===== config.mk =====
export PLATFORM = sky130hd
export DESIGN_NAME = spi_master_txn_ctrl
export DESIGN_NICKNAME = d
export VERILOG_FILES = /design/src/rtl/spi_master_txn_ctrl.sv
export SDC_FILE = /design/constraint.sdc
export NUM_CORES = 1
export LEC_CHECK = 0
export BUFFER_PORTS_ARGS = -buffer_cell sky130_fd_sc_hd__buf_4
export CAP_MARGIN = 10
export CORE_MARGIN = 2
export CORE_UTILIZATION = 55
export CTS_BUF_LIST = sky130_fd_sc_hd__clkbuf_8
export DETAILED_ROUTE_END_ITERATION = 7
export MAX_ROUTING_LAYER = met4
export PLACE_DENSITY = 0.75
export SETUP_SLACK_MARGIN = 0.02
export SYNTH_ARGS = -nofsm -noshare
export SYNTH_HDL_FRONTEND = slang
export SYNTH_SLANG_ARGS = --single-unit

===== constraint.sdc =====
create_clock -name clk -period 8.4 [get_ports clk]
set_input_delay 0.42 -clock clk [delete_from_list [all_inputs] [get_ports clk]]
set_output_delay 0.42 -clock clk [all_outputs]
set_load 0.02 [all_outputs]

===== src/rtl/spi_master_txn_ctrl.sv =====
// rtl/spi_master_txn_ctrl.sv - SPI mode-0 transaction sequencer running CMD, ADDR, DUMMY and DATA phases
// Define SPI_MASTER_TXN_CTRL_ABORT_EN to add the abort/aborted ports.
module spi_master_txn_ctrl #(
   parameter int DIV_W   = 8,
   parameter int LEN_W   = 6,
   parameter int DUMMY_W = 16
) (
   input  logic               clk,
   input  logic               rst,
   input  logic [DIV_W-1:0]   clk_div,
   input  logic               req_valid,
   output logic               req_ready,
   input  logic               req_rd,
   input  logic [31:0]        req_cmd,
   input  logic [LEN_W-1:0]   req_cmd_len,
   input  logic [31:0]        req_addr,
   input  logic [LEN_W-1:0]   req_addr_len,
   input  logic [DUMMY_W-1:0] req_dummy_len,
   input  logic [LEN_W-1:0]   req_data_len,
   input  logic [31:0]        req_wdata,
   output logic [31:0]        rdata,
   output logic               done,
   output logic               busy,
   output logic               spi_sck,
   output logic               spi_csn,
   output logic               spi_mosi,
`ifdef SPI_MASTER_TXN_CTRL_ABORT_EN
   input  logic               abort,
   output logic               aborted,
`endif
   input  logic               spi_miso
);
   localparam int CNT_W = (DUMMY_W > 6) ? DUMMY_W : 6;

   typedef enum logic [2:0] {S_IDLE, S_CMD, S_ADDR, S_DUMMY, S_DATA, S_DONE} state_t;

   state_t             state_q, state_d, nxt;
   logic               enter;
   logic [DIV_W-1:0]   div_q, div_d, tick_q, tick_d;
   logic [CNT_W-1:0]   bits_q, bits_d;
   logic [31:0]        sh_q, sh_d, cmd_q, cmd_d, addr_q, addr_d, wdata_q, wdata_d, rdata_q, rdata_d;
   logic [5:0]         cmd_len_q, cmd_len_d, addr_len_q, addr_len_d, data_len_q, data_len_d;
   logic [DUMMY_W-1:0] dummy_q, dummy_d;
   logic               rd_q, rd_d, sck_q, sck_d, csn_q, csn_d;
   logic               done_q, done_d, busy_q, busy_d, ready_q, ready_d;
`ifdef SPI_MASTER_TXN_CTRL_ABORT_EN
   logic               aborted_q, aborted_d;
`endif

   function automatic logic [5:0] clamp_len(input logic [LEN_W-1:0] len);
      if (32'(len) > 32'd32) return 6'd32;
      return 6'(len);
   endfunction

   // Later checks override earlier ones, so the earliest non-empty phase after 'from' wins.
   function automatic state_t next_phase(input state_t from, input logic [5:0] cl,
                                         input logic [5:0] al, input logic [5:0] dl,
                                         input logic [DUMMY_W-1:0] dm);
      state_t n;
      n = S_DONE;
      if (dl != '0 && from < S_DATA)  n = S_DATA;
      if (dm != '0 && from < S_DUMMY) n = S_DUMMY;
      if (al != '0 && from < S_ADDR)  n = S_ADDR;
      if (cl != '0 && from < S_CMD)   n = S_CMD;
      return n;
   endfunction

   function automatic logic [31:0] align_msb(input logic [31:0] v, input logic [5:0] len);
      return v << (6'd32 - len);
   endfunction

   always_comb begin
      state_d    = state_q;
      div_d      = div_q;
      tick_d     = tick_q;
      bits_d     = bits_q;
      sh_d       = sh_q;
      cmd_d      = cmd_q;
      addr_d     = addr_q;
      wdata_d    = wdata_q;
      rdata_d    = rdata_q;
      cmd_len_d  = cmd_len_q;
      addr_len_d = addr_len_q;
      data_len_d = data_len_q;
      dummy_d    = dummy_q;
      rd_d       = rd_q;
      sck_d      = sck_q;
      csn_d      = csn_q;
      done_d     = 1'b0;
      nxt        = S_DONE;
      enter      = 1'b0;
`ifdef SPI_MASTER_TXN_CTRL_ABORT_EN
      aborted_d  = aborted_q;
`endif
      case (state_q)
         S_IDLE: begin
            if (req_valid) begin
               div_d      = clk_div;
               cmd_d      = req_cmd;
               addr_d     = req_addr;
               wdata_d    = req_wdata;
               cmd_len_d  = clamp_len(req_cmd_len);
               addr_len_d = clamp_len(req_addr_len);
               data_len_d = clamp_len(req_data_len);
               dummy_d    = req_dummy_len;
               rd_d       = req_rd;
               rdata_d    = '0;
`ifdef SPI_MASTER_TXN_CTRL_ABORT_EN
               aborted_d  = 1'b0;
`endif
               nxt   = next_phase(S_IDLE, cmd_len_d, addr_len_d, data_len_d, dummy_d);
               enter = 1'b1;
            end
         end
         S_DONE: state_d = S_IDLE;
         default: begin
            if (tick_q == div_q) begin
               tick_d = '0;
               sck_d  = ~sck_q;
               if (!sck_q) begin
                  if (state_q == S_DATA && rd_q) rdata_d = {rdata_q[30:0], spi_miso};
               end else if (bits_q == CNT_W'(1)) begin
                  nxt   = next_phase(state_q, cmd_len_d, addr_len_d, data_len_d, dummy_d);
                  enter = 1'b1;
               end else begin
                  bits_d = bits_q - CNT_W'(1);
                  sh_d   = {sh_q[30:0], 1'b0};
               end
            end else begin
               tick_d = tick_q + DIV_W'(1);
            end
         end
      endcase
      if (enter) begin
         state_d = nxt;
         tick_d  = '0;
         sck_d   = 1'b0;
         csn_d   = (nxt == S_DONE);
         done_d  = (nxt == S_DONE);
         case (nxt)
            S_CMD: begin
               sh_d   = align_msb(cmd_d, cmd_len_d);
               bits_d = CNT_W'(cmd_len_d);
            end
            S_ADDR: begin
               sh_d   = align_msb(addr_d, addr_len_d);
               bits_d = CNT_W'(addr_len_d);
            end
            S_DUMMY: begin
               sh_d   = '0;
               bits_d = CNT_W'(dummy_d);
            end
            S_DATA: begin
               sh_d   = rd_d ? 32'd0 : align_msb(wdata_d, data_len_d);
               bits_d = CNT_W'(data_len_d);
            end
            default: begin
               sh_d   = '0;
               bits_d = '0;
            end
         endcase
      end
`ifdef SPI_MASTER_TXN_CTRL_ABORT_EN
      if (abort && state_q != S_IDLE && state_q != S_DONE) begin
         state_d   = S_IDLE;
         sck_d     = 1'b0;
         csn_d     = 1'b1;
         sh_d      = '0;
         done_d    = 1'b1;
         aborted_d = 1'b1;
      end
`endif
      busy_d  = (state_d != S_IDLE);
      ready_d = (state_d == S_IDLE);
   end

   always_ff @(posedge clk or posedge rst) begin
      if (rst) begin
         state_q    <= S_IDLE;
         div_q      <= '0;
         tick_q     <= '0;
         bits_q     <= '0;
         sh_q       <= '0;
         cmd_q      <= '0;
         addr_q     <= '0;
         wdata_q    <= '0;
         rdata_q    <= '0;
         cmd_len_q  <= '0;
         addr_len_q <= '0;
         data_len_q <= '0;
         dummy_q    <= '0;
         rd_q       <= 1'b0;
         sck_q      <= 1'b0;
         csn_q      <= 1'b1;
         done_q     <= 1'b0;
         busy_q     <= 1'b0;
         ready_q    <= 1'b1;
`ifdef SPI_MASTER_TXN_CTRL_ABORT_EN
         aborted_q  <= 1'b0;
`endif
      end else begin
         state_q    <= state_d;
         div_q      <= div_d;
         tick_q     <= tick_d;
         bits_q     <= bits_d;
         sh_q       <= sh_d;
         cmd_q      <= cmd_d;
         addr_q     <= addr_d;
         wdata_q    <= wdata_d;
         rdata_q    <= rdata_d;
         cmd_len_q  <= cmd_len_d;
         addr_len_q <= addr_len_d;
         data_len_q <= data_len_d;
         dummy_q    <= dummy_d;
         rd_q       <= rd_d;
         sck_q      <= sck_d;
         csn_q      <= csn_d;
         done_q     <= done_d;
         busy_q     <= busy_d;
         ready_q    <= ready_d;
`ifdef SPI_MASTER_TXN_CTRL_ABORT_EN
         aborted_q  <= aborted_d;
`endif
      end
   end

   assign req_ready = ready_q;
   assign busy      = busy_q;
   assign done      = done_q;
   assign rdata     = rdata_q;
   assign spi_sck   = sck_q;
   assign spi_csn   = csn_q;
   assign spi_mosi  = sh_q[31];
`ifdef SPI_MASTER_TXN_CTRL_ABORT_EN
   assign aborted   = aborted_q;
`endif

endmodule

; ---- After elaboration in Yosys (flattened, before gate mapping)
; Index checks and enable logic that the tools add are counted.
[totals]
regBits = 235
[classes]
n_shift = 3
order_cmp = 7
bitwise_logic = 2
reduce_logical = 25
muxes = 82
add_sub_neg = 5
n_eq_ne = 13
[op_table]
columns = op, count
row1 = 32-bit two-way mux, 16
row2 = 16-bit two-way mux, 7
row3 = 6-bit two-way mux, 18
row4 = 32-bit case mux with 3 select lines, 1
row5 = 32-bit by 6-bit << shifter with 32-bit output, 3
row6 = 16-bit case mux with 4 select lines, 1
row7 = 32-bit case mux with 2 select lines, 1
row8 = 3-bit two-way mux, 12
row9 = 6-bit nonzero test, 6
row10 = 16-bit nonzero test, 2
row11 = 8-bit two-way mux, 3
row12 = 1-bit two-way mux, 21
row13 = "6-bit greater-than comparator, second input constant", 3
row14 = "6-bit subtractor, first input constant", 3
row15 = "16-bit by 1-bit equality test with 1-bit output, second input constant", 1
row16 = "16-bit by 1-bit subtractor with 16-bit output, second input constant", 1
row17 = "3-bit equality test, second input constant", 4
row18 = "8-bit by 1-bit adder with 8-bit output, second input constant", 1
row19 = 8-bit equality test, 1
row20 = 2-bit nonzero test, 4
row21 = "3-bit by 2-bit equality test with 1-bit output, second input constant", 2
row22 = 3-bit zero test, 2
row23 = "3-bit by 2-bit less-than comparator with 1-bit output, second input constant", 2
row24 = 3-bit case mux with 2 select lines, 1
row25 = 13 further kinds, 21

; ---- Logic depth before layout (Yosys ltp)
[logic_depth]
depth_word = 17
ltp_mapped = 22
ltp_nobuf = 13

; ---- Worst setup path after synthesis
; Ideal clock, no wire load.
[synth_path]
path_type = register -> register
from = register state_q[0]
to = register sh_q[30]
period_less_slack_ps = 4724
required_time_ps = 8274
t_arrival_ps = 4598
setup_time_ps = 126
setup_slack_ps = 3676
path_stages_with_launch = 20
path_cell_list = dfrtp_1 > buf_6 > or4b_1 > buf_2 > buf_2 > buf_2 > clkbuf_1 > buf_2 > buf_2 > clkbuf_1 > nand2_1 > and2_1 > ha_1 > clkbuf_1 > inv_2 > clkbuf_1 > mux4_2 > a221oi_2 > nand3_1 > o32a_1
[synth_between]
elab_chain_len = 13
[synth_lines]
columns = element, line
row1 = "start, declared", 37  ; state_t state_q, state_d, nxt;
row2 = "start signal, assigned", 202  ; state_q <= state_d;
row3 = 3-bit less-than comparator, 61  ; if (dl != '0 && from < S_DATA) n = S_DATA;
row4 = 1-bit logical AND, 61
row5 = 1-bit two-way mux, 61
row6 = 3-bit two-way mux, 62  ; if (dm != '0 && from < S_DUMMY) n = S_DUMMY;
row7 = 3-bit two-way mux, 63  ; if (al != '0 && from < S_ADDR) n = S_ADDR;
row8 = 3-bit two-way mux, 64  ; if (cl != '0 && from < S_CMD) n = S_CMD;
row9 = 3-bit two-way mux, 122  ; end else if (bits_q == CNT_W'(1)) begin
row10 = 3-bit two-way mux, 120  ; if (!sck_q) begin
row11 = 3-bit two-way mux, 117  ; if (tick_q == div_q) begin
row12 = 3-bit case mux with 2 select lines, 95  ; case (state_q)
row13 = "3-bit equality test, or another cell as far along", 140  ; case (nxt)
row14 = 32-bit case mux with 3 select lines, 140
row15 = 32-bit two-way mux, 134  ; if (enter) begin
row16 = "end signal, assigned", 183  ; sh_q <= '0;
row17 = "end signal, assigned", 206  ; sh_q <= sh_d;
row18 = "end, declared", 41  ; logic [31:0] sh_q, sh_d, cmd_q, cmd_d, addr_q, addr_d, wdata_q, wdata_d, rdata_q, rdata_d;
; Several ways; a longest one is shown, not always the timed one.
; A chain may end at the register's enable or synchronous reset.

; ---- Worst setup path in the final report
[layout_path]
from = register state_q[2]
to = register sh_q[27]
; The elaborated chain is that of the path after synthesis.

==> flow_summary.yaml <==
run_status:
  outcome: "completed"
synthesis:
  yosys.area.top_type: "dfrtp_1"
  synth-edff-count: 0
  ys.flop_type: "dfrtp_1"
  seq_area_frac_synth_pct: 33.4
  synth.top_cell.area_share_pct: 33.1
  synthArstFlopShare_pct: 100
  syn_inst: 2186
  synth_fp_nets: 2335
  syn_area_um2: 17400
  ys_warn_count: 0
  ys_seq_elements: 233
  synthTopCellsByArea: "dfrtp_1 33%, nand2_1 13%, mux4_2 4.6%, a211oi_1 4.3%, mux2i_1 4.3%"
  avgSynthCellArea_um2: 7.98
  ys_types: 89
critical_path:
  critPathTopFamily: "compound AO/OA/AOI/OAI gates"
  critPathCaptureType: "register"
  critPathBufInv: 2
  cp_slowest_cell: "ha_1"
  slowest_delay_ns: 0.87
  crit_path_start_kind: "register"
  crit_type: "register to register"
  regToRegEndpoint: "sh_q[27]"
  r2r_cells: 12
  cp.depth: 12
  reg2reg_slack_ns: 2.74
  arrival_ns: 6.21
  r2r_start: "state_q[2]"
  cp_max_fo: 71
  crit_path_cell_trace: "or4b_4 -> buf_4 -> nand2_1 -> a21boi_0 -> ha_1 -> inv_1 -> a211o_1 -> o31ai_1 -> nand3_1 -> o21a_1 -> a211oi_1 -> o32a_1"
  cp.required_ns: 8.95
die:
  die-area_um2: 33100
  die_height_um: 182
  io_pins: 181
  rows: 65
  initial_utilization_pct: 55.6
  die_w_um: 182
  core_um2: 31400
finish:
  design_area_um2: 19700
  drive_gt1_share_pct: 16.8
  fillers: 2752
  n_antenna_cell: 0
  syn_to_final_growth_pct: 13.1
  nets: 2418
min_path:
  whs_endpoint: "div_q[5]"
  hold_depth: 3
  hp-start: "clk_div[5]"
  hp-class: "input port to register"
cts:
  cts_root_buffer: "clkbuf_8"
  cts_tree: "built"
  hold_buffers: 6
  cts.sinks: 233
  clock_latency_ns: 0.61
  cts_setup_buffers: 0
  cts_resized: 0
  path_clk_slew_ns: 0.07
  clk_path_buf_depth: 3
  htree_levels: 2
  cts_buffers: 43
routing:
  dr.pass1.iters: 5
  vias: 17389
  drc: 0
  first_iter_violations: 1808
  postRouteAntennaNets: 0
  routed_wl_mm: 56.5
  via_per_inst: 6.43
  wl_per_cell_um: 20.9
run:
  maxCapViolations: 0
placed_design:
  port-buffer-count: 180
  postPlaceCellArea_um2: 18800
  gp_congestion: 1.05
  place_hpwl_mm: 40.1
global_route:
  grt_overflow: 0
  grt_pass1_vias: 16351
  grt_antenna_before_repair: 0
  grt_max_degree: 203
  grt_usage_pct: 34.7
  grt_pass1_wl_mm: 90.0
timing:
  period_needed_ns: 5.66
  clock.fmax_mhz: 177
  timing.final.hold_violations: 0
  slew_headroom_pct: 23.1
  final_max_slew_viol_count: 0
  setup_tns_ns: 0
  grt_setup_unrepaired: "no"
  tightest_slew_ns: 1.15
  clock-skew-final_ns: 0.0424
  setup_viol: 0
  timing.final.crit_share_pct: 67.4
power:
  peakVddDrop_mv: 0.152
  leakagePower_nw: 9.03
  power_density_nw_per_um2: 169
==> cells in the mapped netlist (44+ instances only) <==
cell type	n
nor2_1	84
mux2i_1	75
nor3_1	52
nor2b_1	60
o21ai_0	128
nand2_1	604
a211oi_1	101
a31oi_1	51
clkbuf_1	120
a21oi_1	101
dfrtp_1	231
mux2_2	44
==> metal layers <==
layer / GRT usage, % / wire length [um] / vias to the layer above
met3: 4.71 / 4550 / 91
met4: 9.65 / 1420 / 0
met2: 52.3 / 25300 / 741
met5: - / 0 / -
met1: 49.4 / 25300 / 8466
li1: - / - / 8091
==> worst max-delay path by stage <==
stage	start	endpoint
after floorplan	rst	addr_len_q[0]
after global placement	req_valid	sh_q[27]
after detailed placement	state_q[2]	sh_q[27]
after CTS	state_q[1]	sh_q[28]
after global routing	state_q[1]	sh_q[28]
final	state_q[2]	sh_q[27]
==> sequential cells by signal, summed over array words and instances (netlist names) <==
register,cells
addr_len_q,6
addr_q,32
bits_q,16
busy,1
cmd_len_q,4
cmd_q,32
data_len_q,6
div_q,8
done,1
dummy_q,16
rd_q,1
rdata,32
req_ready,1
sh_q,32
spi_csn,1
spi_sck,1
state_q,3
tick_q,8
wdata_q,32
==> cell usage in the layout (no fill, tap or decap), types with 15 or more instances in the layout <==
master    instances
nor3_1           52
a211o_1          15
inv_1            40
mux2_2           44
nor2b_1          60
a31oi_1          51
o21ai_0         128
nand3_1          38
mux2i_1          75
xnor2_1          16
a22oi_1          16
nand2_1         604
a221oi_1         15
nor2_1           83
o22ai_1          27
and3_1           15
buf_4           208
clkbuf_8         52
a21oi_1         100
and3b_1          36
a211oi_1        101
nor4_1           17
dfrtp_1         231
mux4_2           36
==> worst min-delay path: stages <==
cell	delay (ns)
buf_4	0.07
nand2_1	0.04
nand2_1	0.04
==> kinds of logic (layout without fill, tap and decap cells) <==
group | Yosys count | after routing | synth area share, %
XOR/XNOR | 23 | 23 | 1.28
multiplexers | 155 | 155 | 11.8
buffers and inverters | 203 | 320 | 4.96
AO/OA/AOI/OAI | 597 | 597 | 22.8
adder cells (fa/ha/maj) | 6 | 6 | 0.430
AND/OR/NAND/NOR | 969 | 969 | 25.2
flip-flops | 233 | 233 | 33.4
==> report_power, final <==
part	total, mW	leakage, nW	switching, mW	internal, mW
logic	0.851	5.69	0.482	0.369
registers	1.39	2.84	0.133	1.26
clock network	1.08	0.505	0.519	0.565
total	3.33	9.03	1.13	2.20
==> layout make-up <==
| type | count | area [um2] | area share (%) |
|---|---|---|---|
| clock buffer | 52 | 716 | 3.63 |
| clock inverter | 27 | 129 | 0.653 |
| inverter | 26 | 105 | 0.533 |
| multi-input combinational | 1750 | 10800 | 54.7 |
| sequential | 233 | 5830 | 29.6 |
| tap | 402 | 503 | 2.55 |
| timing repair buffer | 215 | 1640 | 8.32 |
==> through the flow <==
stage	total power, mW	setup WS [ns]	utilization (%)	std cells	hold slack [ns]
after CTS	3.33	2.83	62.8	2705	0.000305
final	3.33	2.74	62.8	2705	0.0251
after detailed placement	2.24	2.82	59.9	2620	0.465
after global placement	2.23	2.95	59.9	2620	0.457
after global routing	3.50	2.24	62.8	2705	0.0252
after floorplan	1.95	1.59	-	2186	0.438
(Power assumes the default switching activity.)
